### config.mk
export PLATFORM = sky130hd
export DESIGN_NAME = uvmt_cv32e40x_obi_arbiter
export DESIGN_NICKNAME = d
export VERILOG_FILES = /design/src/rtl/uvmt_cv32e40x_obi_arbiter.sv
export SDC_FILE = /design/constraint.sdc
export NUM_CORES = 1
export LEC_CHECK = 0
export ABC_AREA = 1
export ABC_CLOCK_PERIOD_IN_PS = 5300
export BUFFER_PORTS_ARGS = -buffer_cell sky130_fd_sc_hd__buf_2
export CAP_MARGIN = 20
export CORE_AREA = 2 2 124 126
export CTS_CLUSTER_SIZE = 25
export DETAILED_ROUTE_END_ITERATION = 10
export DIE_AREA = 0 0 126 128
export GPL_ROUTABILITY_DRIVEN = 1
export GPL_TIMING_DRIVEN = 0
export PLACE_DENSITY_LB_ADDON = 0.2
export RECOVER_POWER = 50
export SLEW_MARGIN = 30
export SYNTH_ARGS = -nofsm -noshare
export SYNTH_HDL_FRONTEND = slang
export SYNTH_SLANG_ARGS = --single-unit
### constraint.sdc
create_clock -name clk -period 5.3 [get_ports clk]
set_input_delay 0.795 -clock clk [delete_from_list [all_inputs] [get_ports clk]]
set_output_delay 0.795 -clock clk [all_outputs]
set_load 0.02 [all_outputs]
### src/rtl/uvmt_cv32e40x_obi_arbiter.sv
// 2:1 OBI arbiter: two core masters share one slave port.
// Responses return in order via an owner-ID FIFO.
module uvmt_cv32e40x_obi_arbiter #(
  parameter int APAYLOAD_W      = 75,
  parameter int RPAYLOAD_W      = 39,
  parameter int MAX_OUTSTANDING = 2,
  parameter int FIXED_PRIO      = 0
) (
  input  logic                  clk,
  input  logic                  rst_n,
  input  logic                  m0_req_i,
  output logic                  m0_gnt_o,
  input  logic [APAYLOAD_W-1:0] m0_apayload_i,
  output logic                  m0_rvalid_o,
  input  logic                  m1_req_i,
  output logic                  m1_gnt_o,
  input  logic [APAYLOAD_W-1:0] m1_apayload_i,
  output logic                  m1_rvalid_o,
  output logic [RPAYLOAD_W-1:0] m_rpayload_o,
  output logic                  s_req_o,
  input  logic                  s_gnt_i,
  output logic [APAYLOAD_W-1:0] s_apayload_o,
  input  logic                  s_rvalid_i,
  input  logic [RPAYLOAD_W-1:0] s_rpayload_i,
  output logic [1:0]            err_o
);

  localparam int PW = (MAX_OUTSTANDING > 1) ?
                      $clog2(MAX_OUTSTANDING) : 1;
  localparam int CW = $clog2(MAX_OUTSTANDING + 1);
  localparam logic [CW-1:0] MAX_C  = CW'(MAX_OUTSTANDING);
  localparam logic [PW-1:0] LAST_P = PW'(MAX_OUTSTANDING - 1);

  typedef enum logic {UNLOCKED, LOCKED} lock_e;

  lock_e                      lock_q;
  logic                       owner_q;
  logic                       rr_last_q;
  logic [MAX_OUTSTANDING-1:0] fifo_q;
  logic [PW-1:0]              wr_q;
  logic [PW-1:0]              rd_q;
  logic [CW-1:0]              cnt_q;
  logic [1:0]                 err_q;

  logic owner;
  logic tie_pick;
  logic owner_req;
  logic push;
  logic pop;
  logic head;
  logic retract;

  function automatic logic [PW-1:0] nxt(input logic [PW-1:0] p);
    return (p == LAST_P) ? '0 : p + 1'b1;
  endfunction

  assign tie_pick = (FIXED_PRIO != 0) ? 1'b1 : ~rr_last_q;

  always_comb begin
    owner = owner_q;
    if (lock_q == UNLOCKED) begin
      unique case (1'b1)
        m0_req_i && m1_req_i:  owner = tie_pick;
        m0_req_i && !m1_req_i: owner = 1'b0;
        !m0_req_i && m1_req_i: owner = 1'b1;
        default:               owner = owner_q;
      endcase
    end
  end

  assign owner_req    = owner ? m1_req_i : m0_req_i;
  // A pop in the same cycle does not free a slot for the request.
  assign s_req_o      = owner_req && (cnt_q < MAX_C);
  assign s_apayload_o = owner ? m1_apayload_i : m0_apayload_i;
  assign push         = s_req_o && s_gnt_i;
  assign m0_gnt_o     = push && !owner;
  assign m1_gnt_o     = push && owner;

  assign head         = fifo_q[rd_q];
  assign pop          = s_rvalid_i && (cnt_q != '0);
  assign m0_rvalid_o  = pop && !head;
  assign m1_rvalid_o  = pop && head;
  assign m_rpayload_o = s_rpayload_i;
  assign retract      = (lock_q == LOCKED) && !owner_req;
  assign err_o        = err_q;

  always_ff @(posedge clk or negedge rst_n) begin
    if (!rst_n) begin
      lock_q    <= UNLOCKED;
      owner_q   <= 1'b0;
      rr_last_q <= 1'b1;
      fifo_q    <= '0;
      wr_q      <= '0;
      rd_q      <= '0;
      cnt_q     <= '0;
      err_q     <= '0;
    end else begin
      owner_q <= owner;
      unique case (lock_q)
        UNLOCKED: begin
          if (s_req_o && !s_gnt_i) lock_q <= LOCKED;
        end
        LOCKED: begin
          if (retract) begin
            lock_q   <= UNLOCKED;
            err_q[1] <= 1'b1;
          end else if (push) begin
            lock_q <= UNLOCKED;
          end
        end
      endcase
      if (s_rvalid_i && (cnt_q == '0)) err_q[0] <= 1'b1;
      if (push) begin
        fifo_q[wr_q] <= owner;
        wr_q         <= nxt(wr_q);
        rr_last_q    <= owner;
      end
      if (pop) rd_q <= nxt(rd_q);
      if (push && !pop)      cnt_q <= cnt_q + 1'b1;
      else if (pop && !push) cnt_q <= cnt_q - 1'b1;
    end
  end

endmodule

==> metrics, run 1 <==
total global-route track usage=0.0912; Antenna Cells=0; number of warnings printed during yosys synthesis=0; antenna violations before repair=0; power density of the placed cells=just under 500 nW/um2; final setup violation count=0; fraction of synthesis flops using an asynchronous set or reset pin=1.00; element type at the critical path end=primary output; worst-case vdd ir drop=134 uV; max capacitance violation total=0; height of the die=128 um; post-CTS clock slew at the launch and capture registers of the worst setup and hold paths=roughly 40 ps; instance count of the mapped netlist=340; site row count=45; cell area after synthesis=1790 um2; final worst path period share=0.658; WP data arrival=2690 ps; post-synth top area share=0.485; antenna-violating nets left=0; leakage power=between 2 and 2.5 nW; fill count=1774; library cells used by synthesis=25; total gr overflow=0; outcome=finished, final reports clean; Setup Slack @ Placement=2390 ps; area leader, netlist=sky130_fd_sc_hd__nand2_1; via count of the first global-routing pass=about 2600; largest cells by area after synthesis=sky130_fd_sc_hd__nand2_1 49%, sky130_fd_sc_hd__buf_4 17%, sky130_fd_sc_hd__dfrtp_1 14%; Seq/Total Area, Yosys=0.154; post-placement cell count=between 800 and 900; clock tree from TritonCTS=built; Starting DRT DRC Count=47; f_max=0.287 GHz; reg-to-reg critical path startpoint=rr_last_q; die area=16100 um2; leading cell type by number of instances after synthesis=sky130_fd_sc_hd__nand2_1; GP Congestion=around 0.70; class of the worst hold path=flop to flop; Min-Delay Startpoint=err_o[1]; Post-Synthesis Mean Instance Area=5.28 um2; filler-free cell count of the finished design=around 810; number of synthesized register bits=11; CP Class=input pin to primary output; data required time at the worst endpoint=4510 ps; worst skew pair latency=240 ps; actual transition at the worst max-transition pin=705 ps; die width=~130 um; number of buffers inserted for hold repair after clock tree synthesis=0; largest fanout on the critical path=10; count of pins over their slew limit=0; CTS H-tree depth=1; most frequent cells after synthesis=232 x sky130_fd_sc_hd__nand2_1, 41 x sky130_fd_sc_hd__buf_4, 10 x sky130_fd_sc_hd__dfrtp_1; post-cts sizing count=0; total core area=roughly 15000 um2; Final Critical Period=approximately 3500 ps; worst-case register-to-register setup slack=3260 ps; global-route wire length before repair=between 10000 and 15000 um; Clock Tree Root=sky130_fd_sc_hd__clkbuf_16; Sum Neg Setup Slack=0 ps; ratio of cells with drive above 1 in the final layout=0.460; Critical Path Source=m0_req_i; detailed-route via count=2847; number of remaining DRC errors=0; routed wirelength normalized by instance count=10.5 um; dominant synthesized flop cell=sky130_fd_sc_hd__dfrtp_1; Slew Limit Headroom=0.530; Final Hold Slack=approximately 460 ps; unrepaired setup endpoints after global routing=false; Post-Route WL=8480 um; post-layout net count=817; CTS buffer count=3; overall power of the completed layout=about 1.6 mW; vias per std cell=approximately 3.5; largest net degree at the start of global routing=12; area added between synthesis and finish=89.4%; number of endpoints with negative hold slack in the final report=0; Buffers on Ports=approximately 280; sum of net half-perimeters after detailed placement=7250 um; top-level port count=between 300 and 400; post-CTS setup buffer count=0; starting density of the core=0.121; final setup margin=1810 ps; count of clock tree sinks=11; detailed-router iteration count before antenna repair=4; critical path launch point type=input pin; number of synthesized flops with an enable pin=0; deepest clock path buffer count=2; syn nets=536; clock skew after layout=1.53 ps
## sequential cells by signal, indices dropped and copies added (netlist names)
register   flops
cnt_q          2
err_o          2
fifo_q         2
lock_q         1
owner_q        1
rd_q           1
rr_last_q      1
wr_q           1
## critical path, cell delays in order
cell	delay (ps)
sky130_fd_sc_hd__clkbuf_1	120
sky130_fd_sc_hd__nand2_1	100
sky130_fd_sc_hd__nand2_2	70
sky130_fd_sc_hd__nand2_1	230
sky130_fd_sc_hd__inv_1	260
sky130_fd_sc_hd__clkbuf_1	570
sky130_fd_sc_hd__buf_6	230
sky130_fd_sc_hd__nand2_1	60
sky130_fd_sc_hd__nand2_1	80
sky130_fd_sc_hd__buf_2	170
## kinds of logic (layout without fill, tap and decap cells)
| logic type | count (synthesis) | count (layout) | share of synthesized area |
|---|---|---|---|
| AO/OA/AOI/OAI | 10 | 10 | 0.0342 |
| XOR/XNOR | 4 | 4 | 0.0195 |
| adder cells (fa/ha/maj) | 1 | 1 | 0.00697 |
| buffers and inverters | 66 | 346 | 0.246 |
| flip-flops | 11 | 11 | 0.154 |
| AND/OR/NAND/NOR | 248 | 248 | 0.539 |
## cells in the final DEF (no fill, tap or decap), types with 2 or more instances in the layout
cell type,instances
sky130_fd_sc_hd__a21oi_1,2
sky130_fd_sc_hd__buf_2,234
sky130_fd_sc_hd__buf_4,41
sky130_fd_sc_hd__buf_6,3
sky130_fd_sc_hd__clkbuf_1,54
sky130_fd_sc_hd__clkbuf_16,3
sky130_fd_sc_hd__dfrtp_1,10
sky130_fd_sc_hd__inv_1,10
sky130_fd_sc_hd__nand2_1,233
sky130_fd_sc_hd__nand3_1,5
sky130_fd_sc_hd__nor2_1,7
sky130_fd_sc_hd__o21ai_0,4
sky130_fd_sc_hd__o21bai_1,2
sky130_fd_sc_hd__xnor2_1,2
sky130_fd_sc_hd__xor2_1,2
## where the power goes
group / total (mW) / switching, mW / internal, mW
combinational: 1.35 / 0.902 / 0.443
sequential: 0.151 / 0.0261 / 0.125
clock: 0.138 / 0.0371 / 0.101
## metrics by stage
stage / instance area [um2] / utilization
final: 3400 / 0.229
after CTS: 3490 / 0.235
after floorplan: 1790 / -
after global routing: 3400 / 0.229
after global placement: 3410 / 0.229
after detailed placement: 3410 / 0.229
## worst paths after layout
| kind | endpoint | cells past startpoint |
|---|---|---|
| min in group asynchronous | err_o[0] | 1 |
| setup / recovery | s_apayload_o[10] | 10 |
| hold / removal | err_o[1] | 1 |
| setup reg to reg | rr_last_q | 6 |
| max in group asynchronous | lock_q | 1 |
| hold reg to reg | err_o[1] | 1 |
## final cells by class
cell class              instances  area (um2)  share of cell area
repair buffers                276        1320               0.388
multi-input cells             263        1050               0.310
plain buffers                  55         392               0.115
flip-flops and latches         11         277              0.0814
well taps                     188         235              0.0692
clock buffers                   4        78.8              0.0232
inverters                      11        41.3              0.0122
## per-layer routing
layer,vias up,global-route usage,part of all wire
met3,2,0.0125,0.081
li1,1535,-,-
met1,1152,0.109,0.38
met2,158,0.178,0.54
met4,0,0.00970,0.0022
met5,-,0,0
No activity file was read; power rests on OpenSTA's default activity.
==> inputs of run 2 (changes only) <==
ABC_CLOCK_PERIOD_IN_PS = 3500   (was 5300)
CORE_AREA = 2 2 121 123   (was 2 2 124 126)
DIE_AREA = 0 0 123 125   (was 0 0 126 128)
clock period = 3.5 ns   (was 5.3 ns; I/O delays follow)
==> run 2 against run 1 <==
Combinational power grew 52%. Cell area is essentially flat. Sequential cell count is the same. Power grew 52%. Sequential power grew 50%. Via count shrank 0.11%.
==> metrics, run 2 (synthesis results as in run 1) <==
via count of the first global-routing pass=2608 (+2.3%); Antenna Cells=0 (unchanged); WP data arrival=2170 ps (-520 ps); height of the die=125 um (-2.3%); total global-route track usage=0.103 (+0.0121); number of remaining DRC errors=0 (unchanged); Post-Layout Inst Area=3400 um2 (about the same); detailed-router iteration count before antenna repair=4 (unchanged); worst-case vdd ir drop=257 uV (+91%); final setup violation count=0 (unchanged); number of endpoints with negative hold slack in the final report=0 (unchanged); critical path launch point type=flop; count of clock tree sinks=11 (unchanged); post-cts sizing count=0 (unchanged); CTS H-tree depth=1 (unchanged); power density of the placed cells=732 nW/um2 (+52%); Final Critical Period=2690 ps; leakage power=2.19 nW (+0.35%); clock skew after layout=0.563 ps (-0.968 ps); critical-path cell list=nand2_1 > nand3_1 > nand2_1 > inv_1 > buf_6 > buf_6 > nand2_1 > nand2_1 > buf_2; final cell utilization of the core=0.239 (+0.0108); starting density of the core=0.126 (+0.00561); CTS buffer count=3 (unchanged); filler-free cell count of the finished design=804 (-0.50%); deepest clock path buffer count=2 (unchanged); post-placement cell count=800 (-0.50%); total gr overflow=0 (unchanged); number of buffers inserted for hold repair after clock tree synthesis=0 (unchanged); max capacitance violation total=0 (unchanged); total core area=14200 um2 (-4.4%); data required time at the worst endpoint=2970 ps (-1540 ps); worst skew pair latency=240 ps (about the same); Clock Tree Root=sky130_fd_sc_hd__clkbuf_16; f_max=0.371 GHz; vias per std cell=3.54 (+0.39%); area added between synthesis and finish=89.5% (about the same); site row count=44 (-2.2%); final worst path period share=0.770; top-level port count=316 (unchanged); routed wirelength normalized by instance count=11.0 um (+4.6%); sum of net half-perimeters after detailed placement=7580 um (+4.6%); global-route wire length before repair=12600 um (+3.6%); outcome=finished, final reports clean; Starting DRT DRC Count=118 (+150%); detailed-route via count=2844 (-0.11%); antenna-violating nets left=0 (unchanged); post-CTS clock slew at the launch and capture registers of the worst setup and hold paths=40 ps (about the same); class of the worst hold path=input pin to asynchronous set/reset pin; actual transition at the worst max-transition pin=622 ps (-83.2 ps); dpl cell area=3410 um2 (-0.15%); overall power of the completed layout=2.49 mW (+52%); worst stage delay on the critical path=520 ps (-50 ps); leading cell types in the layout, fill and taps excluded=236 x sky130_fd_sc_hd__buf_2, 234 x sky130_fd_sc_hd__nand2_1, 51 x sky130_fd_sc_hd__clkbuf_1; post-layout net count=817 (unchanged); Buffers on Ports=276 (unchanged); largest fanout on the critical path=10 (unchanged); CP Class=flop to primary output; Post-Route WL=8830 um (+4.1%); unrepaired setup endpoints after global routing=false; clock tree from TritonCTS=built; critical path's most frequent cell=sky130_fd_sc_hd__nand2_1; GP Congestion=0.735 (+5.2%); cell with the largest stage delay on the worst path=sky130_fd_sc_hd__dfstp_2; count of pins over their slew limit=0 (unchanged); most frequent standard cell in the layout excluding fill and tap cells=sky130_fd_sc_hd__buf_2; die width=123 um (-2.4%); Slew Limit Headroom=0.586 (+0.0555); antenna violations before repair=1 (+1); element type at the critical path end=primary output; die area=15400 um2 (-4.7%); Sum Neg Setup Slack=0 ps (unchanged); largest net degree at the start of global routing=12 (unchanged); post-CTS setup buffer count=0 (unchanged); ratio of cells with drive above 1 in the final layout=0.461 (+0.00161)
run 2: area by class of cell:
type	count	area (um2)
clock buffers	4	78.8
inverters	11	41.3
fillers	1677	10800
multi-input cells	263	1050
plain buffers	55	399
flip-flops and latches	11	277
well taps	184	230
repair buffers	276	1320
run 2: routing by layer:
layer / vias to the layer above / wire, um / track usage
li1: 1536 / - / -
met1: 1143 / 3520 / 0.121
met2: 163 / 4440 / 0.196
met3: 2 / 855 / 0.0219
met4: 0 / 19 / 0.0100
met5: - / 0 / 0
run 2: power by group:
part / switching [mW] / leakage, nW / internal [mW]
logic: 1.37 / 2.03 / 0.680
clock network: 0.0556 / 0.0382 / 0.153
registers: 0.0375 / 0.123 / 0.189
run 2: through the flow:
stage	worst slack (ps)	hold WS (ps)
floorplan	1650	229
global placement	1010	417
detailed placement	1010	419
CTS	977	168
global route	547	335
finish	807	279
run 2: worst paths after layout:
kind,startpoint,endpoint,slack [ps],cells past startpoint
min in group clk,err_o[1],err_o[1],450,1
max in group asynchronous,rst_n,owner_q,2820,1
min reg2reg,err_o[1],err_o[1],450,1
max,rr_last_q,s_apayload_o[13],810,9
max reg2reg,lock_q,cnt_q[1],1650,10
min,rst_n,cnt_q[0],280,1
run 2: critical path, delay by kind of cell, from the launching register on:
kind,cells,cell delay [ps]
buffers and inverters,4,840
DFF,1,520
and+or+nand+nor,5,560
